### config.mk
export PLATFORM = sky130hd
export DESIGN_NAME = noc_traffic_gen_flat
export DESIGN_NICKNAME = d
export VERILOG_FILES = /design/src/rtl/noc_pkt_pkg.sv /design/src/rtl/noc_traffic_gen_if.sv /design/src/rtl/noc_lfsr16.sv /design/src/rtl/noc_traffic_gen.sv /design/src/flat_wrapper.sv
export SDC_FILE = /design/constraint.sdc
export NUM_CORES = 1
export LEC_CHECK = 0
export CORE_AREA = 2 2 81 83
export CTS_BUF_LIST = sky130_fd_sc_hd__clkbuf_4
export CTS_CLUSTER_SIZE = 12
export DETAILED_ROUTE_END_ITERATION = 8
export DIE_AREA = 0 0 83 85
export HOLD_SLACK_MARGIN = 0.03
export PLACE_DENSITY = 0.91
export SETUP_SLACK_MARGIN = 0.05
export SLEW_MARGIN = 20
export SYNTH_ARGS = -nofsm -noshare
export SYNTH_HDL_FRONTEND = slang
export SYNTH_SLANG_ARGS = --single-unit
### constraint.sdc
create_clock -name clk -period 6.1 [get_ports clk]
set_clock_uncertainty 0.1 [all_clocks]
set_input_delay 1.83 -clock clk [delete_from_list [all_inputs] [get_ports clk]]
set_output_delay 1.83 -clock clk [all_outputs]
set_load 0.02 [all_outputs]
### src/rtl/noc_pkt_pkg.sv
// Shared flit-format definitions for the NoC traffic generators: field layout,
// flit builder and the generator state encoding.
package noc_pkt_pkg;

  localparam int NODE_W_DEF = 4;

  // Field offsets in units of one node-id field width.
  localparam int DST_LSB  = 1;
  localparam int PASS_LSB = 2;
  localparam int SRC_LSB  = 3;

  typedef enum logic [1:0] {
    ST_IDLE,
    ST_SEND,
    ST_GAP,
    ST_DONE
  } state_e;

  // {pad, src, pass, dest, dest}; the caller keeps the low DATA_W bits.
  function automatic logic [63:0] mk_flit(input int unsigned nw,
                                          input logic [15:0] src,
                                          input logic [15:0] pass_idx,
                                          input logic [15:0] dest);
    logic [63:0] m;
    m = (64'd1 << nw) - 64'd1;
    return (({48'd0, src}      & m) << (SRC_LSB  * nw)) |
           (({48'd0, pass_idx} & m) << (PASS_LSB * nw)) |
           (({48'd0, dest}     & m) << (DST_LSB  * nw)) |
            ({48'd0, dest}     & m);
  endfunction

endpackage

### src/rtl/noc_traffic_gen_if.sv
// Valid/ready flit channel from an injection source into a router local port.
interface noc_traffic_gen_if #(
  parameter int DATA_W = 20
);
  logic [DATA_W-1:0] dataout;
  logic              out_valid;
  logic              out_ready;

  modport master (output dataout, output out_valid, input out_ready);
  modport slave  (input dataout, input out_valid, output out_ready);
endinterface

### src/rtl/noc_lfsr16.sv
// 16-bit Fibonacci LFSR, x^16+x^14+x^13+x^11+1, shifting left with feedback into bit 0.
module noc_lfsr16 (
  input  logic        clk,
  input  logic        rst,
  input  logic        step,
  input  logic [15:0] seed,
  output logic [15:0] q
);
  logic [15:0] lfsr_q;

  // NOTE: registers are written with <= so every flop samples pre-edge values.
  always_ff @(posedge clk) begin
    if (rst) begin
      lfsr_q <= seed;
    end else if (step) begin
      lfsr_q <= {lfsr_q[14:0], lfsr_q[15] ^ lfsr_q[13] ^ lfsr_q[12] ^ lfsr_q[10]};
    end
  end

  assign q = lfsr_q;
endmodule

### src/rtl/noc_traffic_gen.sv
// Per-node all-to-all injection source: walks every destination except itself,
// in ascending or LFSR order, for a number of passes, over a valid/ready port.
module noc_traffic_gen
  import noc_pkt_pkg::*;
#(
  parameter int          NUM_NODES  = 16,
  parameter int          NODE_W     = NODE_W_DEF,
  parameter int          SRC_ID     = 0,
  parameter int          DATA_W     = 20,
  parameter int          NUM_PASSES = 1,
  parameter int          GAP        = 0,
  parameter int          RAND_MODE  = 0,
  parameter logic [15:0] LFSR_SEED  = 16'hACE1
) (
  input  logic                    clk,
  input  logic                    rst,
  input  logic                    enable_i,
  input  logic                    restart_i,
  noc_traffic_gen_if.master       bus,
  output logic                    busy_o,
  output logic                    done_o,
  output logic [15:0]             sent_count_o
);
  localparam int CW = NODE_W + 1;
  localparam logic [NUM_NODES-1:0] FULL_MASK = ~(NUM_NODES'(1) << SRC_ID);

  state_e              state_q, state_d;
  logic [CW-1:0]       dest_q, dest_d;
  logic [15:0]         pass_q, pass_d;
  logic [15:0]         gap_q, gap_d;
  logic [15:0]         sent_q, sent_d;
  logic [NUM_NODES-1:0] mask_q, mask_d;
  logic [DATA_W-1:0]   flit_q, flit_d;
  logic                valid_q, valid_d;
  logic                last_q, last_d;

  logic [15:0]         lfsr_q;
  logic                lfsr_step;
  logic                accept, load;
  logic [CW-1:0]       seq_cand, seq_next, rnd_cand, load_dest;
  logic                seq_wrap, rnd_ok, rnd_end, pass_end, is_last;
  logic [NUM_NODES-1:0] rnd_mask_new;
  logic [63:0]         flit_full;
  logic                unused_bits;

  noc_lfsr16 u_lfsr (
    .clk  (clk),
    .rst  (rst || restart_i),
    .step (lfsr_step),
    .seed (LFSR_SEED),
    .q    (lfsr_q)
  );

  // Candidate destinations for both orderings; the unused one is pruned by RAND_MODE.
  always_comb begin
    seq_cand = (dest_q == CW'(SRC_ID)) ? dest_q + CW'(1) : dest_q;
    seq_next = seq_cand + CW'(1);
    if (seq_next == CW'(SRC_ID)) seq_next = seq_next + CW'(1);
    seq_wrap = (seq_next >= CW'(NUM_NODES));

    rnd_cand     = {1'b0, lfsr_q[NODE_W-1:0]};
    rnd_mask_new = mask_q | (NUM_NODES'(1) << rnd_cand);
    rnd_ok       = (rnd_cand != CW'(SRC_ID)) && (rnd_cand < CW'(NUM_NODES)) &&
                   ((mask_q & (NUM_NODES'(1) << rnd_cand)) == '0);
    rnd_end      = (rnd_mask_new == FULL_MASK);

    load_dest = (RAND_MODE != 0) ? rnd_cand : seq_cand;
    pass_end  = (RAND_MODE != 0) ? rnd_end  : seq_wrap;
    is_last   = pass_end && (NUM_PASSES != 0) && (pass_q == 16'(NUM_PASSES - 1));
    flit_full = mk_flit(NODE_W, 16'(SRC_ID), pass_q, 16'(load_dest));
  end

  assign accept = valid_q && bus.out_ready;

  // NOTE: every variable gets a default first so no path through the block infers a latch.
  always_comb begin
    state_d   = state_q;
    dest_d    = dest_q;
    pass_d    = pass_q;
    gap_d     = gap_q;
    sent_d    = sent_q;
    mask_d    = mask_q;
    flit_d    = flit_q;
    valid_d   = valid_q;
    last_d    = last_q;
    load      = 1'b0;
    lfsr_step = 1'b0;

    unique case (state_q)
      ST_IDLE: begin
        if (enable_i) begin
          state_d = ST_SEND;
          load    = (RAND_MODE == 0);
        end
      end
      ST_SEND: begin
        if (valid_q) begin
          // A pending flit is held until accepted; pause and gap start only afterwards.
          if (accept) begin
            sent_d  = sent_q + 16'd1;
            valid_d = 1'b0;
            if (last_q) begin
              state_d = ST_DONE;
            end else if (GAP > 0) begin
              state_d = ST_GAP;
              gap_d   = '0;
            end else if (!enable_i) begin
              state_d = ST_IDLE;
            end else begin
              load = (RAND_MODE == 0);
            end
          end
        end else if (!enable_i) begin
          state_d = ST_IDLE;
        end else begin
          lfsr_step = 1'b1;
          load      = (RAND_MODE != 0) ? rnd_ok : 1'b1;
        end
      end
      ST_GAP: begin
        if (gap_q == 16'(GAP - 1)) begin
          state_d = enable_i ? ST_SEND : ST_IDLE;
          load    = enable_i && (RAND_MODE == 0);
        end else begin
          gap_d = gap_q + 16'd1;
        end
      end
      ST_DONE: begin
      end
      default: state_d = ST_IDLE;
    endcase

    if (load) begin
      flit_d  = flit_full[DATA_W-1:0];
      valid_d = 1'b1;
      last_d  = is_last;
      pass_d  = pass_end ? pass_q + 16'd1 : pass_q;
      dest_d  = pass_end ? '0 : seq_next;
      mask_d  = pass_end ? '0 : rnd_mask_new;
    end

    // Restart aborts even a flit mid-handshake.
    if (restart_i) begin
      state_d = ST_IDLE;
      dest_d  = '0;
      pass_d  = '0;
      gap_d   = '0;
      sent_d  = '0;
      mask_d  = '0;
      valid_d = 1'b0;
      last_d  = 1'b0;
    end
  end

  // NOTE: the sent mask is plain state, so it is reset like every other register.
  always_ff @(posedge clk) begin
    if (rst) begin
      state_q <= ST_IDLE;
      dest_q  <= '0;
      pass_q  <= '0;
      gap_q   <= '0;
      sent_q  <= '0;
      mask_q  <= '0;
      flit_q  <= '0;
      valid_q <= 1'b0;
      last_q  <= 1'b0;
    end else begin
      state_q <= state_d;
      dest_q  <= dest_d;
      pass_q  <= pass_d;
      gap_q   <= gap_d;
      sent_q  <= sent_d;
      mask_q  <= mask_d;
      flit_q  <= flit_d;
      valid_q <= valid_d;
      last_q  <= last_d;
    end
  end

  assign bus.dataout   = flit_q;
  assign bus.out_valid = valid_q;
  assign busy_o        = (state_q == ST_SEND) || (state_q == ST_GAP);
  assign done_o        = (state_q == ST_DONE);
  assign sent_count_o  = sent_q;

  assign unused_bits = ^{lfsr_q[15:NODE_W], flit_full[63:DATA_W]};
endmodule

### src/flat_wrapper.sv
// flat-port wrapper written by rule: the top's interface ports become plain ports
module noc_traffic_gen_flat import noc_pkt_pkg::*;
#(
  parameter int          NUM_NODES  = 16,
  parameter int          NODE_W     = NODE_W_DEF,
  parameter int          SRC_ID     = 0,
  parameter int          DATA_W     = 20,
  parameter int          NUM_PASSES = 1,
  parameter int          GAP        = 0,
  parameter int          RAND_MODE  = 0,
  parameter logic [15:0] LFSR_SEED  = 16'hACE1
)
  (clk, rst, enable_i, restart_i, busy_o, done_o, sent_count_o, bus_dataout, bus_out_valid, bus_out_ready);
  noc_traffic_gen_if #(.DATA_W(DATA_W)) bus_i ();
  input  logic clk;
  input  logic rst;
  input  logic enable_i;
  input  logic restart_i;
  output logic busy_o;
  output logic done_o;
  output logic [15:0] sent_count_o;
  output wire logic [$bits(bus_i.dataout)-1:0] bus_dataout;
  output wire logic [$bits(bus_i.out_valid)-1:0] bus_out_valid;
  input wire logic [$bits(bus_i.out_ready)-1:0] bus_out_ready;
  assign bus_dataout = bus_i.dataout;
  assign bus_out_valid = bus_i.out_valid;
  assign bus_i.out_ready = bus_out_ready;
  noc_traffic_gen #(.NUM_NODES(NUM_NODES), .NODE_W(NODE_W), .SRC_ID(SRC_ID), .DATA_W(DATA_W), .NUM_PASSES(NUM_PASSES), .GAP(GAP), .RAND_MODE(RAND_MODE), .LFSR_SEED(LFSR_SEED)) u_core (.clk(clk), .rst(rst), .enable_i(enable_i), .restart_i(restart_i), .bus(bus_i), .busy_o(busy_o), .done_o(done_o), .sent_count_o(sent_count_o));
endmodule
Yosys cells after proc, flatten, opt, wreduce, memory -nomap -nowiden --
Cells that the tools add are included.
Storage, ports and cells: bits in registers 77, bits in latches 0, RAM bits 0, bits in read-only memories 0, output and inout port bits 39, word-level logic and storage cells 60, memories kept 0
Cells by class: add/sub/neg operators 6, $mul 0, divide/modulo/power cells 0, magnitude comparators 1, equality and inequality tests 7, shift operators 0, mux-type cells 21, bitwise operators 3, reductions and logical operators 14
Operator list (count):
- $add 16x1->16 const B | 3
- $or 20x4->20 | 1
- $eq 16x16->1 const B | 1
- $logic_not 16->1 | 1
- $add 5x1->5 const B | 3
- $mux 5 | 3
- $mux 2 | 6
- $or 12x8->12 | 1
- $logic_not 5->1 | 2
- $mux 1 | 10
- $pmux 2 s3 | 1
- $ge 5x5->1 const B | 1
- $eq 2x2->1 const B | 2
- $reduce_and 2->1 | 2
- $reduce_and 4->1 | 1
- $ne 3x3->1 const B | 1
- $pmux 1 s3 | 1
- $reduce_and 3->1 | 1
- $reduce_bool 3->1 | 1
- $eq 2x1->1 const B | 1
- $logic_and 1x1->1 | 2
- $logic_not 2->1 | 1
- $ne 2x1->1 const B | 1
- $ne 2x2->1 const B | 1
- other kinds (4) | 4

Logic depth before layout (Yosys ltp) --
word-level depth 7, depth in mapped cells 15

Worst setup path after synthesis --
Ideal clock, no wire load.
path kind input to register, start in bus_out_ready, end reg u_core.last_q, arrival 3034 ps, data required time 5933 ps, slack 2898 ps, cell stages on the path 6, buffers on the path 0, cell sequence inv_1 > o21ai_0 > a221oi_4 > or2_4 > or3_1 > a21oi_2
Between the ends: word-level cells in the longest chain between the ends 4
Ends and longest elaborated chain:
- from (decl) | line flat_wrapper.sv:24 | input wire logic [$bits(bus_i.out_ready)-1:0] bus_out_ready;
- $logic_and 1x1->1 | line noc_traffic_gen.sv:73 | assign accept = valid_q && bus.out_ready;
- $mux 1 | line noc_traffic_gen.sv:99 | if (accept) begin
- $mux 1 | line noc_traffic_gen.sv:97 | if (valid_q) begin
- $pmux 1 s3 | line noc_traffic_gen.sv:89 | unique case (state_q)
- to (signal assigned) | line noc_traffic_gen.sv:176 | last_q <= last_d;
- to (decl) | line noc_traffic_gen.sv:35 | logic last_q, last_d;
Every way passes these cells. A chain may end at the register's enable or synchronous reset.

Final worst setup path --
start in bus_out_ready, end reg u_core.dest_q[1]
Between the ends: word-level cells in the longest chain between the ends 4
Ends and longest elaborated chain:
- $logic_and 1x1->1 | line noc_traffic_gen.sv:73
- $mux 1 | line noc_traffic_gen.sv:99
- $mux 1 | line noc_traffic_gen.sv:97
- $pmux 1 s3 | line noc_traffic_gen.sv:89
- to (signal assigned) | line noc_traffic_gen.sv:169 | dest_q <= dest_d;
- to (decl) | line noc_traffic_gen.sv:28 | logic [CW-1:0] dest_q, dest_d;
Every way passes these cells.

==> results.yml <==
job:
  maxCapViolCount: 0
sta:
  finalCritPeriodShare_pct: 63.4
  relSlewSlack_pct: 27.2
  fmax_ghz: 0.259
  timing.setup.tns_ns: 0
  holdWs_ns: 0.374
  worst_pin_slew_ns: 1.08
  slew_viol_final: 0
  rsz0062_at_grt: "no"
  setup_viol: 0
  hold_viol_final: 0
  period_minus_slack_ns: 3.87
cts:
  cts_buffers: 9
  cts_tree: "built"
  clkTransAtPathRegs_ns: 0.11
  cts_resized: 0
  root_buffer: "clkbuf_4"
  cts_setup_buffers: 0
  htree_levels: 3
  clockBufferDepth: 2
  ctsHoldBuffers: 0
  cts_sinks: 65
  clock_latency_ns: 0.42
floorplan:
  core_area_um2: 6200
  core.rowCount: 29
  ioPinCount: 44
  start_util_pct: 53.9
  die_w_um: 83
  die_h_um: 85
  dieArea_um2: 7060
worst_setup_path:
  slowest_stage: "nor2_1"
  critical-path-top-delay-family: "compound AO/OA/AOI/OAI gates"
  crit_top_cell: "o21ai_0"
  crit_chain: "clkdlybuf4s50_1 > inv_1 > o21ai_0 > a221oi_4 > nor2_1 > o21ai_0 > o211a_1"
  critical_path.startpoint_type: "primary input"
  slowest_delay_ns: 0.77
  crit_buf_inv: 2
  critPathCaptureType: "register"
  worstPathMaxFanout: 16
  worstPathRequired_ns: 6.31
  crit_type: "primary input to register"
  cp.arrival_ns: 4.08
finish:
  layout_commonest_cell: "dfxtp_1"
  layoutNonFillerInstCount: 510
  fin_util_pct: 61.8
  fin_nets: 445
  finalInstanceArea_um2: 3830
  insertedDiodeCount: 0
  drive_above_1_share_pct: 6.00
  nFillCells: 530
  most-common-layout-cells: "dfxtp_1, nor2_1, nand2_1, clkdlybuf4s50_1, xnor2_1"
  area_growth_pct: 14.6
global_route:
  grt-ovfl-total: 0
  antenna_found_initial: 0
  grt_start_max_net_pins: 56
  grt_usage_pct: 20.4
  grt_pass1_wl_um: 11900
  grt_pass1_vias: 2746
power:
  leakagePower_nw: 1.30
  power_per_cell_area_nw_per_um2: 222
  peakVddDrop_mv: 0.183
placement:
  placed_cell_area_um2: 3650
  dp.cells: 494
  gp_congestion: 0.854
  dp_hpwl_um: 4890
  io_buffers: 35
route:
  viasPerCell: 5.62
  drt-initial-drc-count: 117
  remaining_drc_errors: 0
  wirelength_um: 6910
  dr_total_vias: 2868
  wl_per_cell_um: 13.6
  ant_nets: 0
  dr.pass1.iters: 4
synthesis:
  synth_ff_type: "dfxtp_1"
  synth_edf_count: 0
  ys_seq_area_share_pct: 38.9
  syn-mean-instance-area_um2: 8.28
  yosys_warnings: 0
  ys_ff_latch: 65
  syn_area_um2: 3340
  ys_types: 44
  synthArstFlopShare_pct: 0
  syn_inst: 404
outcome:
  status: "completed"
hold_path:
  worst_hold_path_type: "register to register"
==> cell families (layout without fill, tap and decap cells) <==
kind of cell    after synthesis  count (layout)  synth area share, %
simple gates                185             185                 27.5
flops                        65              65                 38.9
compound gates               46              46                 9.17
buf+inv                      46              68                 6.85
xor+xnor                     44              44                 11.5
fa+ha+maj                    12              12                 4.49
mux                           5               5                 1.50
other cells                   1               8                0.112
==> worst paths after layout <==
check / startpoint / to / slack, ns / depth (start not counted)
max reg2reg: u_core.dest_q[0] / u_core.pass_q[12] / 2.27 / 12
min: u_core.bus.dataout[8] / u_core.bus.dataout[8] / 0.37 / 2
min reg2reg: u_core.bus.dataout[8] / u_core.bus.dataout[8] / 0.37 / 2
max: bus_out_ready / u_core.dest_q[1] / 2.23 / 7
==> worst reg2reg max path, stage by stage, from the launching register on <==
cell     delay, ns
dfxtp_1       0.43
inv_1         0.10
ha_1          0.18
nor4b_2       0.44
a21oi_1       0.22
inv_1         0.14
ha_1          0.26
nand3_1       0.16
xnor2_1       0.88
nand2_1       0.21
nor4_1        0.34
xnor2_1       0.18
nor2_1        0.06
==> synth_stat cells, types with 6 or more instances <==
library cell  number  area (µm²)
a21oi_1           18        90.1
and3_1             7        43.8
buf_4             12        90.1
clkbuf_1          13        48.8
dfxtp_1           65        1300
ha_1              12         150
inv_1             17        63.8
nand2_1           36         135
nand3_1           20         100
nand4_1           21         131
nor2_1            60         225
nor3_1            13        65.1
nor4_1             7        43.8
o21ai_0            9        45.0
or3_1              6        37.5
xnor2_1           25         219
xor2_1            19         166
==> registers in the layout, summed over array words and instances, names as in the netlist <==
register / count
u_core.sent_count_o: 16
u_core.gap_q: 16
u_core.bus.out_valid: 1
u_core.dest_q: 5
u_core.state_q: 2
u_core.pass_q: 16
u_core.last_q: 1
u_core.bus.dataout: 8
==> stage by stage <==
stage                     power [W]  worst slack [ns]
after global placement     0.000493              1.96
after floorplan            0.000486              2.90
final                      0.000852              2.23
after global routing       0.000882              1.84
after detailed placement   0.000496              1.81
after CTS                  0.000858              2.25
==> per-layer routing <==
| metal | GRT usage [%] | vias to the layer above | share of wire (%) |
|---|---|---|---|
| met5 | 0 | - | 0 |
| met1 | 24.4 | 1349 | 45 |
| met4 | 8.94 | 0 | 2.0 |
| met2 | 33.6 | 94 | 48 |
| met3 | 7.10 | 15 | 5.6 |
| li1 | - | 1410 | - |
==> report_power, final <==
part | internal, W | switching, W | total [W]
Sequential | 0.000427 | 0.00000322 | 0.000430
Clock | 0.000210 | 0.000156 | 0.000366
Combinational | 0.0000188 | 0.0000374 | 0.0000562
Total | 0.000656 | 0.000197 | 0.000852
==> cell type report <==
type	instances	area, µm²	area share (%)
multi-input combinational	300	1840	48.0
inverter	17	63.8	1.66
tap	77	96.3	2.51
clock inverter	6	106	2.77
clock buffer	10	75.1	1.96
timing repair buffer	35	350	9.14
sequential	65	1300	33.9
Power figures use the tool's default switching activity.
